**config.mk**
```make
export PLATFORM = sky130hd
export DESIGN_NAME = mem_arbiter
export DESIGN_NICKNAME = d
export VERILOG_FILES = /design/src/rtl/mem_arbiter.sv
export SDC_FILE = /design/constraint.sdc
export NUM_CORES = 1
export LEC_CHECK = 0
export BUFFER_PORTS_ARGS = -buffer_cell sky130_fd_sc_hd__buf_2
export CAP_MARGIN = 20
export CORE_AREA = 2 2 97 99
export CTS_BUF_LIST = sky130_fd_sc_hd__clkbuf_8
export DETAILED_ROUTE_END_ITERATION = 8
export DIE_AREA = 0 0 99 101
export PLACE_DENSITY = 0.61
export SLEW_MARGIN = 20
export SYNTH_ARGS = -nofsm -noshare
export SYNTH_HDL_FRONTEND = slang
export SYNTH_SLANG_ARGS = --single-unit
```
**constraint.sdc**
```tcl
create_clock -name clk -period 1.6 [get_ports clk]
set_clock_uncertainty 0.05 [all_clocks]
set_input_delay 0.32 -clock clk [delete_from_list [all_inputs] [get_ports clk]]
set_output_delay 0.32 -clock clk [all_outputs]
set_load 0.01 [all_outputs]
```
**src/rtl/mem_arbiter.sv**
```systemverilog
// Round-robin arbiter with bounded bursts sharing one single-port memory
// between the edge-detection accelerator (requester 0) and the host port (requester 1).
module mem_arbiter #(
  parameter int ADDR_W    = 16,
  parameter int DATA_W    = 32,
  parameter int MAX_BURST = 16
) (
  input  logic              clk,
  input  logic              reset,
  input  logic              req0,
  input  logic              we0,
  input  logic [ADDR_W-1:0] addr0,
  input  logic [DATA_W-1:0] wdata0,
  output logic              gnt0,
  output logic [DATA_W-1:0] rdata0,
  output logic              rvalid0,
  input  logic              req1,
  input  logic              we1,
  input  logic [ADDR_W-1:0] addr1,
  input  logic [DATA_W-1:0] wdata1,
  output logic              gnt1,
  output logic [DATA_W-1:0] rdata1,
  output logic              rvalid1,
  output logic              mem_en,
  output logic              mem_we,
  output logic [ADDR_W-1:0] mem_addr,
  output logic [DATA_W-1:0] mem_wdata,
  input  logic [DATA_W-1:0] mem_rdata,
  output logic              busy
);

  localparam int BCNT_W = (MAX_BURST < 1) ? 1 : $clog2(MAX_BURST + 1);
  localparam logic [BCNT_W-1:0] MAX_CNT = BCNT_W'(MAX_BURST);
  localparam logic [BCNT_W-1:0] ONE_CNT = BCNT_W'(1);

  typedef enum logic [1:0] {IDLE, OWN0, OWN1} state_t;

  state_t              state_q, state_d;
  logic                last_q, last_d;
  logic [BCNT_W-1:0]   bcnt_q, bcnt_d;
  logic                rvalid0_q, rvalid0_d;
  logic                rvalid1_q, rvalid1_d;
  logic                busy_q, busy_d;
  logic                grant0, grant1;
  logic                burst_full;
  logic [BCNT_W-1:0]   bcnt_inc;

  // A burst limit of zero disables the fairness cutoff entirely.
  assign burst_full = (MAX_BURST != 0) && (bcnt_q >= MAX_CNT);
  assign bcnt_inc   = (bcnt_q == '1) ? bcnt_q : bcnt_q + ONE_CNT;

  always_comb begin
    grant0 = 1'b0;
    grant1 = 1'b0;
    if (!reset) begin
      case (state_q)
        IDLE: begin
          if (req0 && (!req1 || last_q)) grant0 = 1'b1;
          else if (req1)                 grant1 = 1'b1;
        end
        OWN0: begin
          if (req0 && (!req1 || !burst_full)) grant0 = 1'b1;
          else if (req1)                      grant1 = 1'b1;
        end
        OWN1: begin
          if (req1 && (!req0 || !burst_full)) grant1 = 1'b1;
          else if (req0)                      grant0 = 1'b1;
        end
        default: begin
          grant0 = 1'b0;
          grant1 = 1'b0;
        end
      endcase
    end
  end

  always_comb begin
    state_d = state_q;
    last_d  = last_q;
    bcnt_d  = bcnt_q;
    if (grant0) begin
      if (state_q == OWN0) begin
        bcnt_d = bcnt_inc;
      end else begin
        state_d = OWN0;
        bcnt_d  = ONE_CNT;
        last_d  = 1'b0;
      end
    end else if (grant1) begin
      if (state_q == OWN1) begin
        bcnt_d = bcnt_inc;
      end else begin
        state_d = OWN1;
        bcnt_d  = ONE_CNT;
        last_d  = 1'b1;
      end
    end else begin
      state_d = IDLE;
      bcnt_d  = '0;
    end
    rvalid0_d = grant0 && !we0;
    rvalid1_d = grant1 && !we1;
    busy_d    = (state_d != IDLE);
  end

  always_comb begin
    mem_en    = grant0 || grant1;
    mem_we    = 1'b0;
    mem_addr  = '0;
    mem_wdata = '0;
    if (grant0) begin
      mem_we    = we0;
      mem_addr  = addr0;
      mem_wdata = wdata0;
    end else if (grant1) begin
      mem_we    = we1;
      mem_addr  = addr1;
      mem_wdata = wdata1;
    end
  end

  always_ff @(posedge clk) begin
    if (reset) begin
      state_q   <= IDLE;
      last_q    <= 1'b1;
      bcnt_q    <= '0;
      rvalid0_q <= 1'b0;
      rvalid1_q <= 1'b0;
      busy_q    <= 1'b0;
    end else begin
      state_q   <= state_d;
      last_q    <= last_d;
      bcnt_q    <= bcnt_d;
      rvalid0_q <= rvalid0_d;
      rvalid1_q <= rvalid1_d;
      busy_q    <= busy_d;
    end
  end

  // A read issued just before reset must not surface during the reset cycle.
  assign rvalid0 = rvalid0_q && !reset;
  assign rvalid1 = rvalid1_q && !reset;
  assign gnt0    = grant0;
  assign gnt1    = grant1;
  assign rdata0  = mem_rdata;
  assign rdata1  = mem_rdata;
  assign busy    = busy_q;

endmodule

```
; Word-level counts from Yosys, hierarchy flattened
; Cells that the tools add are included.
[classes]
addsub = 1
magnitude_cmp = 1
n_eq_ne = 5
n_mux = 31
reduce_logical = 21
[ops]
columns = cell, n
row1 = $mux W32, 2
row2 = $mux W16, 2
row3 = $mux W5, 5
row4 = $mux W1, 16
row5 = $mux W2, 4
row6 = $logic_and A1 B1 Y1, 7
row7 = $logic_not A1 Y1, 6
row8 = $pmux W1 S3, 2
row9 = $add A5 B1 Y5 const B, 1
row10 = $eq A5 B5 Y1 const B, 1
row11 = $ge A5 B5 Y1 const B, 1
row12 = $logic_or A1 B1 Y1, 4
row13 = $ne A2 B2 Y1 const B, 2
row14 = $reduce_bool A2 Y1, 2
row15 = $reduce_and A3 Y1, 1
row16 = $eq A2 B1 Y1 const B, 1
row17 = $eq A2 B2 Y1 const B, 1
row18 = $logic_not A2 Y1, 1
[totals]
register_bits = 11
output_inout_bits = 119
elab_cells = 65

; Longest topological paths before layout
; Gate-level depths: netlist of run 1.
[logic_depth]
word_depth = 10
ltp_mapped = 7
mapped_depth_nobuf = 5

; Least setup slack after synthesis of run 1
; Ideal clock, no wire load.
[synth_timing]
kind = flip-flop to output port
startpoint = reg bcnt_q[4]
endpoint = out mem_addr[10]
t_arrival_ns = 1.475
path_slack_ns = -0.245
stages_incl_launch_ff = 8
path_buffers = 3
path_cell_list = dfxtp_1 buf_6 mux2_4 o21ai_2 and2_4 buf_12 buf_12 a22o_1
[synth_rtl]
columns = item, line
row1 = from (decl), 40  ; logic [BCNT_W-1:0] bcnt_q, bcnt_d;
row2 = from (signal assigned), 133  ; bcnt_q <= bcnt_d;
row3 = $ge A5 B5 Y1 *, 49  ; assign burst_full = (MAX_BURST != 0) && (bcnt_q >= MAX_CNT);
row4 = $logic_not A1 Y1 *, "62, 66"
row5 = "$logic_or A1 B1 Y1, on equally long branches", "66, 62"
row6 = "$logic_and A1 B1 Y1, on equally long branches", "66, 62"
row7 = "$mux W1, on equally long branches", "66, 62"
row8 = $pmux W1 S3 *, 56  ; case (state_q)
row9 = $mux W1 *, 55  ; if (!reset) begin
row10 = via gnt0, 14  ; output logic gnt0,
row11 = $mux W16 *, 111  ; if (grant0) begin
row12 = to (decl), 26  ; output logic [ADDR_W-1:0] mem_addr,
; The timed path passes the listed nets; every way through them passes the cells marked *.

; Worst setup path after layout of run 1
[layout_timing]
startpoint = reg bcnt_q[4]
endpoint = out mem_wdata[4]
[layout_between]
elab_chain_cells = 9
[layout_lines]
columns = item, line
row1 = $ge A5 B5 Y1 *, 49
row2 = $logic_not A1 Y1 *, "62, 66"
row3 = "$logic_or A1 B1 Y1, on equally long branches", "66, 62"
row4 = "$logic_and A1 B1 Y1, on equally long branches", "66, 62"
row5 = "$mux W1, on equally long branches", "66, 62"
row6 = $pmux W1 S3, 56
row7 = $mux W1, 55
row8 = $mux W32, 115  ; end else if (grant1) begin
row9 = $mux W32 *, 111
row10 = to (decl), 27  ; output logic [DATA_W-1:0] mem_wdata,
; Every way passes the cells marked *; elsewhere a longest branch is shown, timed or not.

==> results.sh, run 1 <==
export IMPL_status="finished with violations"
export IMPL_failed_checks="negative setup slack"
export IMPL_p_seq_frac=0.258
export IMPL_grt_pass1_wl_microns=8121
export IMPL_syn_nets=318
export IMPL_fillers=1002
export IMPL_grt_usage=0.1050
export IMPL_timing_rr_end="last_q"
export IMPL_clockBufferDepth=2
export IMPL_maxSlewViolCount=0
export IMPL_synthMuxAreaShare=0.02417
export IMPL_syn_cell_area_sq_um=1657
export IMPL_via_per_inst=4.195
export IMPL_clock_sinks=11
export IMPL_fmax_mhz=475.0
export IMPL_drc=0
export IMPL_start_util=0.1845
export IMPL_holdBufCountCts=0
export IMPL_max_slew_margin=0.8026
export IMPL_synth_edf_count=0
export IMPL_final_period_utilization=1.316
export IMPL_synth_top_family_by_area="buffers and inverters"
export IMPL_cp_arrival_ns=1.74
export IMPL_finalSetupViolCount=53
export IMPL_portBuffers=156
export IMPL_drt_initial_drc_count=23
export IMPL_synth_seq_cells=11
export IMPL_area_growth_pct=37.46
export IMPL_via_count=1674
export IMPL_p_total_w=0.001180
export IMPL_synthDistinctLibCells=31
export IMPL_synth_cells=183
export IMPL_yosysWarningCount=0
export IMPL_switching_power_w=0.0003852
export IMPL_synth_xor_area_share=0.01586
export IMPL_avgSynthCellArea_sq_um=9.052
export IMPL_yosys_area_share_simple=0.06798
export IMPL_drtAntennaViolNets=0
export IMPL_finalCriticalPeriod_ns=2.105
export IMPL_antenna_found_initial=1
export IMPL_hpwl_microns=5066
export IMPL_insertion_delay_ns=0.24
export IMPL_rsz0062_at_grt="true"
export IMPL_r2r_start="last_q"
export IMPL_cts_clk_slew_worst_paths_ns=0.04
export IMPL_crit_end="mem_wdata[4]"
export IMPL_combPwrFrac=0.517
export IMPL_r2r_setup_slack_ns=-0.06
export IMPL_hp_class="in2reg"
export IMPL_core_area_sq_um=8977
export IMPL_antenna_cells=0
export IMPL_tightest_slew_ns=0.2956
export IMPL_fin_ws_ns=-0.5052
export IMPL_firstDrtPassIters=4
export IMPL_die_h_microns=101
export IMPL_internal_power_w=0.0007948
export IMPL_design_die_area_sq_um=9999
export IMPL_drive_gt1_frac=0.6840
export IMPL_powerDensity_nw_per_um2=518.2
export IMPL_synth_seq_area_share=0.1329
export IMPL_p_leak_nw=1.253
export IMPL_cts_tree="built"
export IMPL_grt_overflow_total=0
export IMPL_drt_wl_total_microns=6178
export IMPL_grt_pass1_vias=1553
export IMPL_wl_per_cell_microns=15.48
export IMPL_crit_type="reg2out"
export IMPL_grt_max_degree=26
export IMPL_crit_start="bcnt_q[4]"
export IMPL_rows=35
export IMPL_vdd_ir_drop_max_mv=0.4549
export IMPL_reg2reg_depth=6
export IMPL_top_level_ports=253
export IMPL_crit_required_ns=1.23
export IMPL_synthFlopType="dfxtp_1"
export IMPL_finalHoldViolCount=0
export IMPL_critPathMaxFanout=25
export IMPL_synth_adder_area_share=0.007553
export IMPL_finalWeightedCongestion=0.6956
export IMPL_cts_made_buffers=3
export IMPL_hold_ws_ns=0.3303
export IMPL_cp_start_kind="flip-flop"
export IMPL_die_w_microns=99
export IMPL_critPathCaptureType="output port"
export IMPL_synth_async_reset_ratio=0
export IMPL_switching_share=0.3265
export IMPL_synth_compound_area_frac=0.3255
export IMPL_root_buffer="clkbuf_8"
export IMPL_clkPwrFrac=0.225
export IMPL_fin_nets=424
export IMPL_cap_violations=0
export IMPL_cts_max_level=1
## cells in the final DEF (no fill, tap or decap), types with 2 or more instances in the layout
master	instances
dfxtp_4	2
o21ai_4	2
dfxtp_2	2
buf_12	5
a21oi_1	3
nor2_1	2
buf_2	153
and2_4	2
nand2_1	2
and2b_1	2
dfxtp_1	7
nor2b_1	2
clkbuf_8	3
buf_4	16
mux2_4	2
and2_1	4
a211oi_1	3
a22o_1	48
inv_1	5
xor2_1	2
buf_6	4
## per-layer routing
layer / track usage / vias up / part of all wire
li1: - / 812 / -
met1: 0.1240 / 742 / 0.41
met2: 0.1783 / 102 / 0.48
met3: 0.04438 / 16 / 0.10
met4: 0.02213 / 2 / 0.0074
met5: 0 / - / 0.0018
## flip-flops by register name, indices dropped and copies added (netlist names)
register   count
bcnt_q         5
busy           1
last_q         1
rvalid0_q      1
rvalid1_q      1
state_q        2
## metrics by stage
stage                 util  instances  instance area, sq um  setup slack, ns  TNS, ns
finish              0.2537        399                  2277          -0.5052   -23.43
detailed placement  0.2348        392                  2108          -0.3460   -12.37
floorplan                -        183                  1678          -0.2195   -10.19
global route        0.2537        399                  2277          -0.5823   -27.33
global placement    0.2348        392                  2108          -0.3092   -11.05
CTS                 0.2489        398                  2235          -0.5329   -24.80
## power by group through the flow
stage          registers [W]  clock network (W)  logic [W]
2_1_floorplan       0.000306                  0   0.000471
3_3_place_gp        0.000309                  0   0.000558
3_5_place_dp        0.000309                  0   0.000565
4_1_cts             0.000303           0.000276   0.000598
5_1_grt             0.000307           0.000297   0.000661
6_report            0.000305           0.000265   0.000610
## logic make-up after synthesis
group                    Yosys count
multiplexers                       3
AND/OR/NAND/NOR                   19
flip-flops                        11
adder cells (fa/ha/maj)            1
XOR/XNOR                           3
AO/OA/AOI/OAI                     64
buffers and inverters             82
## worst min-delay path by stage
stage | startpoint | endpoint | slack [ns] | cells past startpoint
floorplan | reset | last_q | 0.37 | 1
global placement | bcnt_q[1] | bcnt_q[1] | 0.46 | 2
detailed placement | bcnt_q[1] | bcnt_q[1] | 0.48 | 2
CTS | we0 | rvalid0_q | 0.32 | 2
global route | we0 | rvalid0_q | 0.33 | 2
finish | we0 | rvalid0_q | 0.33 | 2
## critical path, cell delays in order (launching register included)
cell     delay (ns)
dfxtp_4        0.38
mux2_4         0.32
o21ai_4        0.12
and2_4         0.19
buf_12         0.17
a22o_1         0.18
buf_2          0.14
## Yosys cell counts (2+ instances only)
cell type   n  area (sq um)
a211oi_1    4         30.03
a21oi_1     3         15.01
a22o_1     49         429.2
and2_1      5         31.28
and2b_1     2         15.01
buf_12      6         120.1
buf_4      64         480.5
buf_6       8         90.09
dfxtp_1    11         220.2
inv_1       4         15.01
mux2_4      2         30.03
nand2_1     2         7.510
nor2_1      2         7.510
nor2b_1     2         12.51
o21ai_2     2         17.52
xor2_1      2         17.52
## layout make-up
type                    count  area [sq um]  area share
clock buffers               3         41.29     0.01813
clock inverters             1         3.754    0.001648
inverters                   4         15.01    0.006593
multi-input cells          90         792.0      0.3478
flip-flops and latches     11         230.2      0.1011
well taps                 111         138.9     0.06099
repair buffers            179          1056      0.4637
## repair_timing
action,in CTS,in global routing
cloned,1,1
pin swaps,1,2
endpoints found under the setup margin,53,53
gates resized for setup,10,8
buffers inserted,1,2
(Power assumes the default switching activity.)
==> run 2: changes to the inputs <==
Settings changed: BUFFER_PORTS_ARGS -buffer_cell sky130_fd_sc_hd__buf_2 to not set, CORE_AREA 2 2 97 99 to 2 2 98 100, DIE_AREA 0 0 99 101 to 0 0 100 102, DONT_BUFFER_PORTS set to 1, PLACE_DENSITY 0.61 to 0.35.
==> results.sh, run 2 (synthesis gave the netlist of run 1 again) <==
export IMPL_cp_start_kind="flip-flop"
export IMPL_finalWeightedCongestion=0.7449
export IMPL_finalSetupViolCount=52
export IMPL_finalHoldViolCount=0
export IMPL_grt_max_degree=31
export IMPL_rows=35
export IMPL_crit_required_ns=1.23
export IMPL_final_period_utilization=1.263
export IMPL_cap_violations=0
export IMPL_via_count=1152
export IMPL_start_util=0.1819
export IMPL_max_slew_margin=0.7875
export IMPL_reg_largest_list="bcnt_q: 5 flops, state_q: 2 flops"
export IMPL_design_die_area_sq_um=10200
export IMPL_top_level_ports=253
export IMPL_hpwl_microns=4686
export IMPL_fmax_mhz=494.7
export IMPL_wl_per_cell_microns=23.39
export IMPL_hold_ws_ns=0.1451
export IMPL_drc=0
export IMPL_via_per_inst=4.780
export IMPL_critPathMaxFanout=15
export IMPL_maxSlewViolCount=0
export IMPL_grt_pass1_vias=1096
export IMPL_antenna_cells=0
export IMPL_portBuffers=0
export IMPL_grt_overflow_total=0
export IMPL_cts_clk_slew_worst_paths_ns=0.05
export IMPL_fin_nets=266
export IMPL_die_h_microns=102
export IMPL_clockBufferDepth=2
export IMPL_regArea_sq_um=226.5
export IMPL_most_common_layout_cells="30 x a22o_1, 19 x a22o_4, 13 x buf_4"
export IMPL_critPathCaptureType="output port"
export IMPL_grt_pass1_wl_microns=6920
export IMPL_powerDensity_nw_per_um2=615.4
export IMPL_cts_made_buffers=3
export IMPL_fillers=1002
export IMPL_cts_max_level=1
export IMPL_multi_input_area_sq_um=935.9
export IMPL_fin_ws_ns=-0.4215
export IMPL_hp_class="in2reg"
export IMPL_place_ws_ns=-0.2485
export IMPL_drt_initial_drc_count=23
export IMPL_root_buffer="clkbuf_8"
export IMPL_finalCriticalPeriod_ns=2.021
export IMPL_drive_gt1_frac=0.4385
export IMPL_largest_reg_flops=5
export IMPL_insertion_delay_ns=0.24
export IMPL_drt_wl_total_microns=5637
export IMPL_clock_sinks=11
export IMPL_cp_arrival_ns=1.65
export IMPL_tightest_slew_ns=0.3181
export IMPL_failed_checks="negative setup slack"
export IMPL_die_w_microns=100
export IMPL_grt_usage=0.09453
export IMPL_antenna_found_initial=0
export IMPL_area_growth_pct=-3.852
export IMPL_final_common_cell="a22o_1"
export IMPL_cts_tree="built"
export IMPL_largest_register="bcnt_q"
export IMPL_rsz0062_at_grt="true"
export IMPL_crit_type="reg2out"
export IMPL_p_leak_nw=0.6550
export IMPL_status="finished with violations"
export IMPL_drtAntennaViolNets=0
export IMPL_vdd_ir_drop_max_mv=0.2156
export IMPL_firstDrtPassIters=4
export IMPL_core_area_sq_um=9109
run 2: where the power goes:
part	switching [W]	internal (W)	total (W)
registers	0.0000158	0.000288	0.000304
logic	0.000200	0.000205	0.000405
clock network	0.000103	0.000168	0.000271
run 2: final cells by class:
cell class,count,share of cell area
clock buffer,3,0.02592
inverter,4,0.009427
clock inverter,1,0.002357
timing repair buffer,21,0.1453
tap,111,0.08720
sequential,11,0.1422
multi-input combinational,90,0.5876
run 2: path summary, 6_finish.rpt:
check / startpoint / end / slack, ns / cells after the start
max: bcnt_q[4] / mem_wdata[22] / -0.42 / 6
min: reset / last_q / 0.15 / 1
max reg2reg: last_q / last_q / 0.11 / 5
min reg2reg: bcnt_q[1] / bcnt_q[1] / 0.48 / 2
run 2: repair_timing:
action | 4_1_cts | 5_1_grt
gates resized for setup | 25 | 9
gates cloned | 0 | 1
hold buffers | 0 | 0
setup buffers | 2 | 0
setup endpoints to repair | 53 | 53
pin swaps | 3 | 1
run 2: through the flow:
| step | power, W | utilization | TNS, ns | cells | cell area [sq um] |
|---|---|---|---|---|---|
| global route | 0.001037 | 0.1749 | -24.14 | 241 | 1593 |
| finish | 0.0009801 | 0.1749 | -20.55 | 241 | 1593 |
| detailed placement | 0.0006424 | 0.1435 | -8.436 | 235 | 1308 |
| floorplan | 0.0007769 | - | -10.19 | 183 | 1678 |
| global placement | 0.0006418 | 0.1435 | -7.328 | 235 | 1308 |
| CTS | 0.0009738 | 0.1647 | -20.87 | 240 | 1500 |
run 2: critical path, stage by stage, from the launching register on:
cell and delay (ns):
dfxtp_4 0.36, buf_6 0.12, a211oi_4 0.22, o21ai_4 0.08, and2_4 0.20, clkbuf_16 0.18, a22o_4 0.26
run 2: metal layers:
layer	global-route usage	vias up	part of all wire
met2	0.1788	116	0.55
met3	0.03078	11	0.10
met1	0.09390	529	0.32
li1	-	496	-
met4	0.04426	0	0.024
met5	0	-	0
==> run 3: changes to the inputs <==
Settings changed: GPL_TIMING_DRIVEN set to 0, PLACE_DENSITY 0.35 to 0.31.
==> results.sh, run 3 (synthesis gave the netlist of run 1 again) <==
export IMPL_status="finished with violations"
export IMPL_failed_checks="negative setup slack"
export IMPL_largest_register="bcnt_q"
export IMPL_drt_wl_total_microns=6240
export IMPL_portBuffers=0
export IMPL_reg2reg_depth=7
export IMPL_top_level_ports=253
export IMPL_post_place_cells=294
export IMPL_cts_tree="built"
export IMPL_vdd_ir_drop_max_mv=0.5829
export IMPL_drtAntennaViolNets=0
export IMPL_finalSetupViolCount=53
export IMPL_most_common_layout_cells="69 x buf_4, 48 x a22o_4, 13 x buf_12"
export IMPL_cp_start_kind="flip-flop"
export IMPL_via_per_inst=4.537
export IMPL_hpwl_microns=4969
export IMPL_clkPwrFrac=0.211
export IMPL_crit_required_ns=1.23
export IMPL_die_w_microns=100
export IMPL_cp_arrival_ns=1.78
export IMPL_cts_clk_slew_worst_paths_ns=0.06
export IMPL_fin_ws_ns=-0.5461
export IMPL_switching_power_w=0.0004311
export IMPL_drive_gt1_frac=0.8030
export IMPL_finalCriticalPeriod_ns=2.146
export IMPL_wl_per_cell_microns=20.19
export IMPL_drt_initial_drc_count=21
export IMPL_cts_max_level=1
export IMPL_hp_class="in2reg"
export IMPL_whs_path_depth=1
export IMPL_grt_max_degree=11
export IMPL_clockBufferDepth=2
export IMPL_grt_overflow_total=0
export IMPL_internal_power_w=0.0008783
export IMPL_rows=35
export IMPL_finalWeightedCongestion=0.6909
export IMPL_placed_area_sq_um=1817
export IMPL_firstDrtPassIters=4
export IMPL_maxSlewViolCount=0
export IMPL_grt_pass1_vias=1229
export IMPL_critPathMaxFanout=10
export IMPL_crit_type="reg2out"
export IMPL_holdBufCountCts=0
export IMPL_rsz0062_at_grt="true"
export IMPL_switching_share=0.3293
export IMPL_cap_violations=0
export IMPL_via_count=1402
export IMPL_grt_pass1_wl_microns=7348
export IMPL_fmax_mhz=466.0
export IMPL_cts_made_buffers=3
export IMPL_max_slew_margin=0.7778
export IMPL_area_growth_pct=52.42
export IMPL_start_util=0.1819
export IMPL_largest_reg_flops=5
export IMPL_fin_cells=309
export IMPL_root_buffer="clkbuf_8"
export IMPL_critPathCaptureType="output port"
export IMPL_reg_largest_list="bcnt_q: 5 flops, state_q: 2 flops"
export IMPL_fin_nets=334
export IMPL_design_die_area_sq_um=10200
export IMPL_setup_tns_ns=-26.89
export IMPL_insertion_delay_ns=0.24
export IMPL_p_seq_frac=0.237
export IMPL_die_h_microns=102
export IMPL_antenna_cells=0
export IMPL_final_common_cell="buf_4"
export IMPL_fillers=945
export IMPL_core_area_sq_um=9109
export IMPL_drc=0
export IMPL_finalHoldViolCount=0
export IMPL_design_area_sq_um=2525
export IMPL_combPwrFrac=0.552
export IMPL_final_period_utilization=1.341
export IMPL_p_leak_nw=1.181
export IMPL_p_total_w=0.001309
export IMPL_antenna_found_initial=0
export IMPL_tightest_slew_ns=0.3327
export IMPL_clock_sinks=11
export IMPL_grt_usage=0.09492
export IMPL_powerDensity_nw_per_um2=518.6
[run 3: path summary, 6_finish.rpt]
kind / endpoint / slack (ns) / from
worst min-delay path: last_q / 0.15 / reset
worst max register to register: rvalid1_q / 0 / bcnt_q[4]
worst min register to register: bcnt_q[1] / 0.49 / bcnt_q[1]
worst max-delay path: mem_wdata[13] / -0.55 / bcnt_q[4]
[run 3: layer usage]
metal / share of wire / wire length (microns) / track usage / vias up
met5: 0 / 0 / 0 / -
met2: 0.55 / 3424 / 0.1731 / 113
li1: - / - / - / 631
met4: 0 / 0 / 0.003161 / 0
met1: 0.36 / 2271 / 0.1181 / 658
met3: 0.087 / 544 / 0.02668 / 0
[run 3: per-stage QoR]
step	utilization	worst slack [ns]	hold WS [ns]
after global routing	0.2772	-0.6100	0.1545
after global placement	0.1995	-0.3962	0.3926
final	0.2772	-0.5461	0.1497
after floorplan	-	-0.2195	0.3748
after CTS	0.2451	-0.5963	0.1348
after detailed placement	0.1995	-0.3772	0.3842
[run 3: area by class of cell]
cell class | instances | area (sq um) | area share
Buffer | 76 | 711.9 | 0.2820
Clock buffer | 3 | 41.29 | 0.01635
Clock inverter | 1 | 3.754 | 0.001487
Inverter | 4 | 15.01 | 0.005946
Multi-Input combinational cell | 90 | 1214 | 0.4807
Sequential cell | 11 | 231.5 | 0.09167
Tap cell | 111 | 138.9 | 0.05500
Timing Repair Buffer | 13 | 168.9 | 0.06690
[run 3: what timing repair did]
item / in CTS / in global routing
setup endpoints to repair: 56 / 56
pin swaps: 12 / 5
gates cloned: 2 / 1
buffers inserted: 3 / 9
gates resized for setup: 47 / 35
[run 3: worst max-delay path: stages, from the launching register on]
cell and delay, ns:
dfxtp_2 0.32, buf_6 0.13, mux2_4 0.31, o21ai_4 0.16, and2_4 0.21, buf_12 0.13, buf_12 0.13, a22o_4 0.14
[run 3: power by group through the flow]
| stage | combinational, W | sequential [W] | clock [W] |
|---|---|---|---|
| after floorplan | 0.000471 | 0.000306 | 0 |
| after global placement | 0.000538 | 0.000310 | 0 |
| after detailed placement | 0.000528 | 0.000309 | 0 |
| after CTS | 0.000647 | 0.000307 | 0.000285 |
| after global routing | 0.000763 | 0.000313 | 0.000299 |
| final | 0.000723 | 0.000310 | 0.000276 |
